$ cat config.mk
export PLATFORM = sky130hd
export DESIGN_NAME = crossbar2_sched
export DESIGN_NICKNAME = d
export VERILOG_FILES = /design/src/rtl/crossbar2_sched.sv
export SDC_FILE = /design/constraint.sdc
export NUM_CORES = 1
export LEC_CHECK = 0
export CAP_MARGIN = 25
export CORE_MARGIN = 5
export CORE_UTILIZATION = 52
export DETAILED_ROUTE_END_ITERATION = 10
export PLACE_DENSITY = 0.79
export SYNTH_ARGS = -nofsm -noshare
export SYNTH_HDL_FRONTEND = slang
export SYNTH_SLANG_ARGS = --single-unit
$ cat constraint.sdc
create_clock -name CLK -period 1.95 [get_ports CLK]
set_input_delay 0.39 -clock CLK [delete_from_list [all_inputs] [get_ports CLK]]
set_output_delay 0.39 -clock CLK [all_outputs]
set_load 0.02 [all_outputs]
$ cat src/rtl/crossbar2_sched.sv
// Packet scheduler for the 2x2 Crossbar2: per-output arbitration, packet-locked grants and select drive.
// Build option CB_RR_EN: per-output round-robin contention (default build is fixed priority, X0 wins).
module crossbar2_sched #(
  parameter int unsigned MAX_BEATS = 16,
  parameter int unsigned CNT_W     = 5,
  localparam int unsigned SEL_W    = 2
) (
  input  logic             CLK,
  input  logic             RST,
  input  logic             REQ0,
  input  logic             DST0,
  input  logic             LAST0,
  output logic             RDY0,
  input  logic             REQ1,
  input  logic             DST1,
  input  logic             LAST1,
  output logic             RDY1,
  input  logic             OUT_RDY0,
  input  logic             OUT_RDY1,
  output logic             OUT_VLD0,
  output logic             OUT_VLD1,
  output logic [SEL_W-1:0] S0,
  output logic [SEL_W-1:0] S1
);

  logic [1:0] req_c, dst_c, last_c, out_rdy_c;
  logic [1:0] busy_q, busy_d;
  logic [1:0] owner_q, owner_d;
  logic [1:0][CNT_W-1:0] cnt_q, cnt_d;
  logic [1:0][SEL_W-1:0] sel_q, sel_d;
  logic [1:0] vld_c, rdy_c, xfer_c;
`ifdef CB_RR_EN
  logic [1:0] ptr_q, ptr_d;
`endif

  assign req_c     = {REQ1, REQ0};
  assign dst_c     = {DST1, DST0};
  assign last_c    = {LAST1, LAST0};
  assign out_rdy_c = {OUT_RDY1, OUT_RDY0};

  // State register: one IDLE/BUSY FSM per output plus its owner, beat count and select.
  always_ff @(posedge CLK) begin
    if (RST) begin
      busy_q  <= '0;
      owner_q <= '0;
      cnt_q   <= '0;
      sel_q   <= '0;
`ifdef CB_RR_EN
      ptr_q   <= '0;
`endif
    end else begin
      busy_q  <= busy_d;
      owner_q <= owner_d;
      cnt_q   <= cnt_d;
      sel_q   <= sel_d;
`ifdef CB_RR_EN
      ptr_q   <= ptr_d;
`endif
    end
  end

  // Output decode: a busy output forwards its owner's valid and the sink's ready.
  always_comb begin
    vld_c  = '0;
    rdy_c  = '0;
    xfer_c = '0;
    for (int k = 0; k < 2; k++) begin
      if (busy_q[k]) begin
        vld_c[k]          = req_c[owner_q[k]];
        xfer_c[k]         = req_c[owner_q[k]] & out_rdy_c[k];
        rdy_c[owner_q[k]] = rdy_c[owner_q[k]] | xfer_c[k];
      end
    end
  end

  // Next state: release on last/limit beat, otherwise grant from idle among eligible requesters.
  always_comb begin
    logic [1:0]       cand;
    logic             pick;
    logic [CNT_W-1:0] cnt_inc;
    busy_d  = busy_q;
    owner_d = owner_q;
    cnt_d   = cnt_q;
    sel_d   = sel_q;
`ifdef CB_RR_EN
    ptr_d   = ptr_q;
`endif
    cand    = '0;
    pick    = 1'b0;
    cnt_inc = '0;
    for (int k = 0; k < 2; k++) begin
      cnt_inc = cnt_q[k] + CNT_W'(1);
      for (int i = 0; i < 2; i++) begin
        cand[i] = req_c[i] & (dst_c[i] == 1'(k)) &
                  ~(busy_q[1-k] & (owner_q[1-k] == 1'(i)));
      end
      if (busy_q[k]) begin
        if (xfer_c[k]) begin
          if (last_c[owner_q[k]] || (MAX_BEATS != 0 && cnt_inc == CNT_W'(MAX_BEATS))) begin
            busy_d[k] = 1'b0;
            sel_d[k]  = '0;
            cnt_d[k]  = '0;
`ifdef CB_RR_EN
            ptr_d[k]  = ~owner_q[k];
`endif
          end else begin
            cnt_d[k] = cnt_inc;
          end
        end
      end else if (|cand) begin
`ifdef CB_RR_EN
        pick = (&cand) ? ptr_q[k] : cand[1];
`else
        pick = cand[1] & ~cand[0];
`endif
        busy_d[k]  = 1'b1;
        owner_d[k] = pick;
        cnt_d[k]   = '0;
        sel_d[k]   = pick ? SEL_W'(2'b10) : SEL_W'(2'b01);
      end
    end
  end

  assign RDY0     = rdy_c[0];
  assign RDY1     = rdy_c[1];
  assign OUT_VLD0 = vld_c[0];
  assign OUT_VLD1 = vld_c[1];
  assign S0       = sel_q[0];
  assign S1       = sel_q[1];

endmodule
# Word-level counts from Yosys, hierarchy flattened

Index checks and enable logic that the tools add are counted.

Bits of input ports: 10
Flip-flop bits (word level): 18
Word-level logic and storage cells: 112
Output and inout port bits: 8

Magnitude comparators: 4
Add/sub/neg operators: 2
Bitwise gates (word level): 31
Eq/ne operators: 6
Muxes and demuxes: 48
Reduce and logical (&&, ||, !) cells: 14

Operator list:

| operator              | number |
|---|---|
| $mux W5               | 8 |
| $mux W1               | 25 |
| $mux W2               | 12 |
| $and A1 B1 Y1         | 16 |
| $not A1 Y1            | 12 |
| $add A5 B1 Y5 const B | 2 |
| $eq A5 B5 Y1 const B  | 2 |
| $ne A2 B1 Y1 const B  | 4 |
| $reduce_and A2 Y1     | 4 |
| $reduce_and A3 Y1     | 2 |
| $lt A1 B2 Y1 const B  | 2 |
| $reduce_bool A2 Y1    | 2 |
| $reduce_or A2 Y1      | 2 |
| $and A2 B2 Y2         | 1 |
| $bwmux W2             | 1 |
| $demux W1 S1          | 2 |
| $ge A1 B1 Y1 const B  | 2 |
| $logic_and A1 B1 Y1   | 2 |
| $logic_or A1 B1 Y1    | 2 |
| $or A1 B1 Y1          | 2 |

# Longest topological paths before layout

Gate-level depths: netlist of the first run.

Depth after elaboration: 11
Gate-level depth with buffers: 6
Mapped depth without buffers: 6

# Least setup slack after synthesis of the first run

Ideal clock, no wire load.

Path type: register to output
From: register owner_q[0]
To: output port RDY1
Setup slack: 0.321 ns
Required time: 1.560 ns
Stages on the path, launching flop included: 5
Arrival: 1.239 ns
Buffers on the path: 1
Cell sequence: dfxtp_1 > buf_6 > mux2_4 > and2_4 > a32o_1

Cells in the longest elaborated chain, start to end: 11
Elaborated cells on any way between the ends: 16
Those cells by class: order compare: 2; mux: 9; bitwise: 4; reduce/logical: 1

Ends and longest elaborated chain:

| what                                                                 | RTL line | text |
|---|---|---|
| from (decl)                                                          | 28       | `logic [1:0] owner_q, owner_d;` |
| from (signal assigned)                                               | 53       | `owner_q <= owner_d;` |
| $lt A1 B2 Y1 (not written as such) (tied with other cells)           | 71       | `rdy_c[owner_q[k]] = rdy_c[owner_q[k]] \| xfer_c[k];` |
| $logic_and A1 B1 Y1 (not written as such) or $mux W1 (tied branches) | 71, 70   |  |
| $mux W1 (not written as such) or $and A1 B1 Y1 (tied branches)       | 71, 70   |  |
| $demux W1 S1 or $or A1 B1 Y1 (tied branches)                         | 71       |  |
| $and A2 B2 Y2 (no source line) *                                     | -        |  |
| $mux W2 *                                                            | 68       | `if (busy_q[k]) begin` |
| $mux W1 (not written as such) (2 in a row)                           | 71       |  |
| $or A1 B1 Y1                                                         | 71       |  |
| $bwmux W2                                                            | 71       |  |
| $mux W2 *                                                            | 68       |  |
| to (decl)                                                            | 17       | `output logic RDY1,` |

Every way passes the cells marked *; elsewhere a longest branch is shown, timed or not. The select of a mux whose other input is x is not followed.

# Worst setup path in the final report of the first run

From: input port REQ0
To: output port RDY1

Cells in the longest elaborated chain, start to end: 11
Elaborated cells on any way between the ends: 14
Those cells by class: mux: 9; bitwise: 5

Ends and longest elaborated chain:

| what                                       | RTL line | text |
|---|---|---|
| from (decl)                                | 10       | `input logic REQ0,` |
| $mux W1 (not written as such) (2 in a row) | 70       | `xfer_c[k] = req_c[owner_q[k]] & out_rdy_c[k];` |
| $and A1 B1 Y1                              | 70       |  |
| $or A1 B1 Y1                               | 71       |  |
| $and A2 B2 Y2 (no source line)             | -        |  |
| $mux W2                                    | 68       |  |
| $mux W1 (not written as such) (2 in a row) | 71       |  |
| $or A1 B1 Y1                               | 71       |  |
| $bwmux W2                                  | 71       |  |
| $mux W2 *                                  | 68       |  |

Marked as above.

==> summary.md, run 1 <==
| Metric | Value |
|---|---|
| Status | `completed` |
| Avg Cell Area, Syn | `just under 9 um2` |
| Site Rows | `16` |
| CP max stage delay | `between 0.2 and 0.3 ns` |
| Crit path capture type | `output port` |
| Top cells by area, synth | `dfxtp_1 32%, nand2_1 4.1%, xor2_1 3.9%, mux2i_1 2.7%, nor2_1 2.7%` |
| Largest net degree at the start of global routing | `11` |
| Pre-CTS setup slack | `-0.538 ns` |
| Asr flop ratio synth | `0` |
| Top-area cell type share of the netlist area | `0.325` |
| Initial antenna violation count | `0` |
| Placer Congestion | `between 0.8 and 0.9` |
| All-layer global routing usage | `0.157` |
| Peak supply drop | `about 0.43 mV` |
| Slew headroom | `0.767` |
| Skew-Pair Late Insertion Delay | `0.29 ns` |
| # DRC | `0` |
| First-pass detailed-route iteration total | `4` |
| Placed inst area | `around 0.0014 mm2` |
| CP startpoint kind | `input pin` |
| Layout net count | `about 170` |
| Netlist Area Pre-Place | `0.00111 mm2` |
| Final WL | `2390 um` |
| Seq cells post-synth | `18` |
| Synth cell types | `50` |
| Routed via count | `1,014` |
| # IOs | `18` |
| # diodes | `0` |
| CTS buffer count | `3` |
| Yosys top cell by area | `dfxtp_1` |
| CTS sink cnt | `18` |
| Final setup fails | `0` |
| Core area | `approximately 0.0020 mm2` |
| Clk buf depth | `2` |
| Final worst-path cycle share | `0.958` |
| Buffers and inverters on the worst path | `2` |
| Crit path DAT | `approximately 1.5 ns` |
| Post-synth top cells | `18 x dfxtp_1, 12 x nand2_1, 8 x nor2_1` |
| Starting Density | `0.554` |
| Sequential area share after synthesis | `0.325` |
| IO buf count | `17` |
| Count leader, synth | `dfxtp_1` |
| Die width | `around 56 um` |
| Setup CP Type | `input pin to output port` |
| GR Overflow Total | `0` |
| Root Driver | `clkbuf_4` |
| Syn-to-layout area delta | `26.8%` |
| Main synth FF type | `dfxtp_1` |
| Design Area, Final | `between 0.001 and 0.0015 mm2` |
| Post-CTS Setup Repair Bufs | `0` |
| Maximum level of the CTS H-tree | `1` |
| DP HPWL | `between 1500 and 2000 um` |
| Fillers | `171` |
| CTS clk-pin slew, worst paths | `about 0.1 ns` |
| CTS tree | `done` |
| Via density | `approximately 5.6` |
| Final ANT Viol Nets | `0` |
| Post-synth EDFFs | `0` |
| Worst-path cell chain | `dlygate4sd2_1 -> mux2_4 -> and2_4 -> a32o_1 -> buf_6` |
| Syn Inst Count | `approximately 120` |
| Chip height | `between 50 and 60 um` |
| Worst-path fanout max | `4` |
| First-pass GRT wire length | `around 4000 um` |
| Clk_skew | `roughly 0.0022 ns` |
| Setup slack after layout | `0.0820 ns` |
| RSZ-0062 raised after global routing | `no` |
| Wire per inst | `between 10 and 15 um` |
| Layout cells sized above 1 | `0.248` |
| Critical path's slowest cell | `dlygate4sd2_1` |
| Iteration-0 DRC Markers | `32` |
| Setup total negative slack | `0 ns` |
| Worst min path class | `register to register` |
| Post-Synthesis Net Count | `136` |
| Pwr dens | `between 500 and 600 mW/mm2` |
| Die area | `between 0.003 and 0.004 mm2` |
| Final hold vios | `0` |
| Required @ worst endpoint | `1.56 ns` |
| Crit-path leading delay family | `buffers and inverters` |
| Yosys warns | `0` |
| Slew Limit Fails | `0` |
| Worst-Margin Slew | `~0.35 ns` |
| Static Leak | `just under 0.6 nW` |
| Maxcap violations | `0` |
| Fmax | `roughly 540 MHz` |
| Via count of the first global-routing pass | `886` |
| Tmin final | `about 1.9 ns` |
[per-layer routing]
layer | share of wire | track usage
met1 | 0.46 | 0.200
met2 | 0.48 | 0.260
met3 | 0.048 | 0.0348
met4 | 0.012 | 0.0508
met5 | 0 | 0
[logic make-up (layout without fill, tap and decap cells)]
group	Yosys count	in the layout	share of synthesized area
AO/OA/AOI/OAI	34	34	0.256
XOR/XNOR	5	5	0.0395
adder cells (fa/ha/maj)	2	2	0.0225
buffers and inverters	8	37	0.0395
flip-flops	18	18	0.325
multiplexers	6	6	0.0609
AND/OR/NAND/NOR	51	51	0.257
[path summary, 6_finish.rpt]
kind | from | end | slack, ns | cells past startpoint
setup reg to reg | owner_q[0]$_SDFFE_PP0P_ | cnt_q[1]$_SDFFE_PP0P_ | 0.32 | 7
hold reg to reg | S0[1]$_SDFFE_PP0P_ | S0[1]$_SDFFE_PP0P_ | 0.46 | 2
setup / recovery | REQ0 | RDY1 | 0.08 | 5
hold / removal | S0[1]$_SDFFE_PP0P_ | S0[1]$_SDFFE_PP0P_ | 0.46 | 2
[cell usage in the layout, fill, tap and decap left out, types with 4 or more instances in the layout]
cell / count
nand2_1: 12
a21oi_1: 5
clkdlybuf4s50_1: 11
dfxtp_1: 16
nand3_1: 4
inv_1: 4
buf_4: 14
xor2_1: 5
nor3_1: 4
nor2_1: 8
[state kept, by name, indices dropped and copies added, names as in the netlist]
signal / cells
S0: 2
busy_q: 2
S1: 2
cnt_q: 10
owner_q: 2
[power breakdown]
| group | total (mW) | switching, mW | leakage, nW | internal (mW) |
|---|---|---|---|---|
| registers | 0.407 | 0.0175 | 0.147 | 0.389 |
| clock network | 0.188 | 0.116 | 0.0138 | 0.0719 |
| logic | 0.246 | 0.124 | 0.425 | 0.121 |
| total | 0.840 | 0.258 | 0.586 | 0.582 |
[timing repair]
action,4_1_cts,5_1_grt
hold buffers,0,0
gates resized for setup,18,4
endpoints found under the setup margin,4,1
pin swaps,0,1
[layout make-up]
type | count | area [um2] | share of cell area
flip-flops and latches | 18 | 363 | 0.258
multi-input cells | 98 | 716 | 0.508
clock buffers | 3 | 22.5 | 0.0160
well taps | 27 | 33.8 | 0.0240
repair buffers | 30 | 258 | 0.183
inverters | 4 | 15.0 | 0.0107
[worst min-delay path, stage by stage (launching register included)]
cell     delay, ns
dfxtp_1       0.32
inv_1         0.05
o22ai_1       0.05
[stage by stage]
step | instances | hold WS, ns | power (mW) | util
2_1_floorplan | 124 | 0.449 | 0.566 | -
3_3_place_gp | 177 | 0.440 | 0.656 | 0.691
3_5_place_dp | 177 | 0.446 | 0.660 | 0.691
4_1_cts | 180 | 0.461 | 0.844 | 0.698
5_1_grt | 180 | 0.492 | 0.893 | 0.703
6_report | 180 | 0.459 | 0.840 | 0.703
No activity file was read; power rests on OpenSTA's default activity.
==> inputs of run 2 (changes only) <==
- ABC_CLOCK_PERIOD_IN_PS: unset -> 1950
- PLACE_DENSITY: 0.79 -> 0.77
- SKIP_CTS_REPAIR_TIMING: unset -> 1
==> run 2 against run 1 <==
  * Clock power grew 24%
  * Cell count is 1.7% higher
  * Clock-buffer cell count rose by 1
  * Largest cell class unchanged
==> summary.md, run 2 (same netlist as run 1, synthesis figures left out) <==
| Metric | Value |
|---|---|
| # IOs | `18 (unchanged)` |
| Static Leak | `0.642 nW (was 0.586 nW)` |
| IO buf count | `17 (unchanged)` |
| CP max stage delay | `0.36 ns (was 0.29 ns)` |
| # DRC | `0 (unchanged)` |
| Crit path DAT | `1.49 ns (was 1.48 ns)` |
| Maximum level of the CTS H-tree | `1 (unchanged)` |
| Skew-Pair Late Insertion Delay | `0.30 ns (was 0.29 ns)` |
| Worst-Margin Slew | `0.353 ns (was 0.348 ns)` |
| Die area | `0.00316 mm2 (unchanged)` |
| Placed Cells incl. Taps | `179 (was 177)` |
| # diodes | `0 (unchanged)` |
| Final Non-Filler Cells | `183 (was 180)` |
| Status | `completed (unchanged)` |
| Site Rows | `16 (unchanged)` |
| Design Power | `0.887 mW (was 0.840 mW)` |
| Setup total negative slack | `0 ns (unchanged)` |
| Worst-path fanout max | `2 (was 4)` |
| Worst min path class | `register to register (unchanged)` |
| Crit-path leading delay family | `flip-flops (was buffers and inverters)` |
| Via count of the first global-routing pass | `920 (was 886)` |
| Part of the power in registers | `0.458 (was 0.484)` |
| Largest net degree at the start of global routing | `11 (unchanged)` |
| Final worst-path cycle share | `0.962 (was 0.958)` |
| Sw frac | `0.293 (was 0.307)` |
| CTS clk-pin slew, worst paths | `0.10 ns (about the same)` |
| CTS buffer count | `3 (unchanged)` |
| Required @ worst endpoint | `1.56 ns (about the same)` |
| CTS sink cnt | `18 (unchanged)` |
| Layout cells sized above 1 | `0.237 (was 0.248)` |
| Final WL | `2390 um (about the same)` |
| Psw | `0.260 mW (was 0.258 mW)` |
| Fmax | `533 MHz (was 535 MHz)` |
| Crit path capture type | `output port (unchanged)` |
| All-layer global routing usage | `0.157 (about the same)` |
| Maxcap violations | `0 (unchanged)` |
| DP HPWL | `1890 um (was 1850 um)` |
| Pre-CTS setup slack | `-0.493 ns (was -0.538 ns)` |
| Largest register FFs | `10 (unchanged)` |
| Slew Limit Fails | `0 (unchanged)` |
| Clock power share | `0.264 (was 0.224)` |
| Worst-path cell chain | `mux2_4 -> and2_4 -> a32o_1 -> buf_6 (was dlygate4sd2_1 -> mux2_4 -> and2_4 -> a32o_1 -> buf_6)` |
| Chip height | `56.2 um (unchanged)` |
| Routed via count | `1,002 (was 1,014)` |
| Clk buf depth | `2 (unchanged)` |
| CTS tree | `done (unchanged)` |
| Buffers and inverters on the worst path | `1 (was 2)` |
| Gate power share | `0.278 (was 0.292)` |
| Commonest non-fill, non-tap cell in the layout | `dfxtp_1 (unchanged)` |
| Final hold vios | `0 (unchanged)` |
| Peak supply drop | `0.529 mV (was 0.430 mV)` |
| Fillers | `162 (was 171)` |
| Placer Congestion | `0.835 (was 0.849)` |
| RSZ-0062 raised after global routing | `no (unchanged)` |
| Wire per inst | `13.1 um (was 13.3 um)` |
| Starting Density | `0.554 (unchanged)` |
| Slew headroom | `0.763 (was 0.767)` |
| Initial antenna violation count | `0 (unchanged)` |
| Layout net count | `169 (was 167)` |
| Final ANT Viol Nets | `0 (unchanged)` |
| Tmin final | `1.88 ns (was 1.87 ns)` |
| Cell internal pwr | `0.627 mW (was 0.582 mW)` |
| Setup CP Type | `register to output port (was input pin to output port)` |
| GR Overflow Total | `0 (unchanged)` |
| Iteration-0 DRC Markers | `14 (was 32)` |
| Largest Register | `cnt_q (unchanged)` |
| Final setup fails | `0 (unchanged)` |
| First-pass detailed-route iteration total | `4 (unchanged)` |
| Clk_skew | `0.00171 ns (was 0.00221 ns)` |
| Pwr dens | `615 mW/mm2 (was 597 mW/mm2)` |
| Core area | `0.00200 mm2 (unchanged)` |
| Syn-to-layout area delta | `29.9% (was 26.8%)` |
| Die width | `56.2 um (unchanged)` |
| Root Driver | `clkbuf_4 (unchanged)` |
| Via density | `5.48 (was 5.63)` |
| Setup slack after layout | `0.0735 ns (was 0.0820 ns)` |
| Commonest cells after routing, fill and taps aside | `17 x dfxtp_1, 15 x buf_4, 12 x nand2_1 (was 16 x dfxtp_1, 14 x buf_4, 12 x nand2_1)` |
| CP startpoint kind | `register (was input pin)` |
| First-pass GRT wire length | `4020 um (was 4000 um)` |
| Critical path's slowest cell | `dfxtp_2 (was dlygate4sd2_1)` |
-- run 2: changes by cell type in the layout (fill, tap and decap cells not counted), sizes merged --
cell          delta
clkbuf           +2
dlygate4sd2      -3
dlymetal6s2s     +4
-- run 2: worst paths after layout --
kind | from | endpoint | slack [ns] | cells past startpoint
max | owner_q[0]$_SDFFE_PP0P_ | RDY1 | 0.07 | 4
min | S1[1]$_SDFFE_PP0P_ | S1[1]$_SDFFE_PP0P_ | 0.46 | 2
max reg2reg | owner_q[0]$_SDFFE_PP0P_ | cnt_q[1]$_SDFFE_PP0P_ | 0.34 | 7
min reg2reg | S1[1]$_SDFFE_PP0P_ | S1[1]$_SDFFE_PP0P_ | 0.46 | 2
-- run 2: metal layers --
layer,vias up,global-route usage,wire (um)
met1,473,0.193,1100
li1,512,-,-
met4,0,0.0407,17
met3,3,0.0487,96
met5,-,0,0
met2,14,0.265,1180
-- run 2: worst register-to-register path, cell delays in order, from the launching register on --
cell      delay, ns
dfxtp_2        0.36
mux2_4         0.30
buf_4          0.14
nand3_2        0.07
buf_4          0.12
a21boi_4       0.24
mux2i_1        0.24
nor2_2         0.04
-- run 2: through the flow --
stage          hold slack [ns]  utilization  instance area [um2]
3_5_place_dp             0.446        0.698                 1400
2_1_floorplan            0.449            -                 1110
6_report                 0.460        0.720                 1440
3_3_place_gp             0.440        0.698                 1400
5_1_grt                  0.492        0.720                 1440
4_1_cts                  0.462        0.716                 1430
-- run 2: power by group through the flow --
stage                     combinational [mW]  clock [mW]  sequential (mW)
after global routing                   0.269       0.262            0.410
final                                  0.246       0.234            0.406
after CTS                              0.250       0.241            0.406
after global placement                 0.245           0            0.414
after detailed placement               0.248           0            0.415
after floorplan                        0.146           0            0.419
-- run 2: cell type report --
cell class,count,area [um2],area share
multi-input cells,98,706,0.490
clock buffers,4,36.3,0.0252
inverters,4,15.0,0.0104
flip-flops and latches,18,362,0.251
repair buffers,32,289,0.201
well taps,27,33.8,0.0234
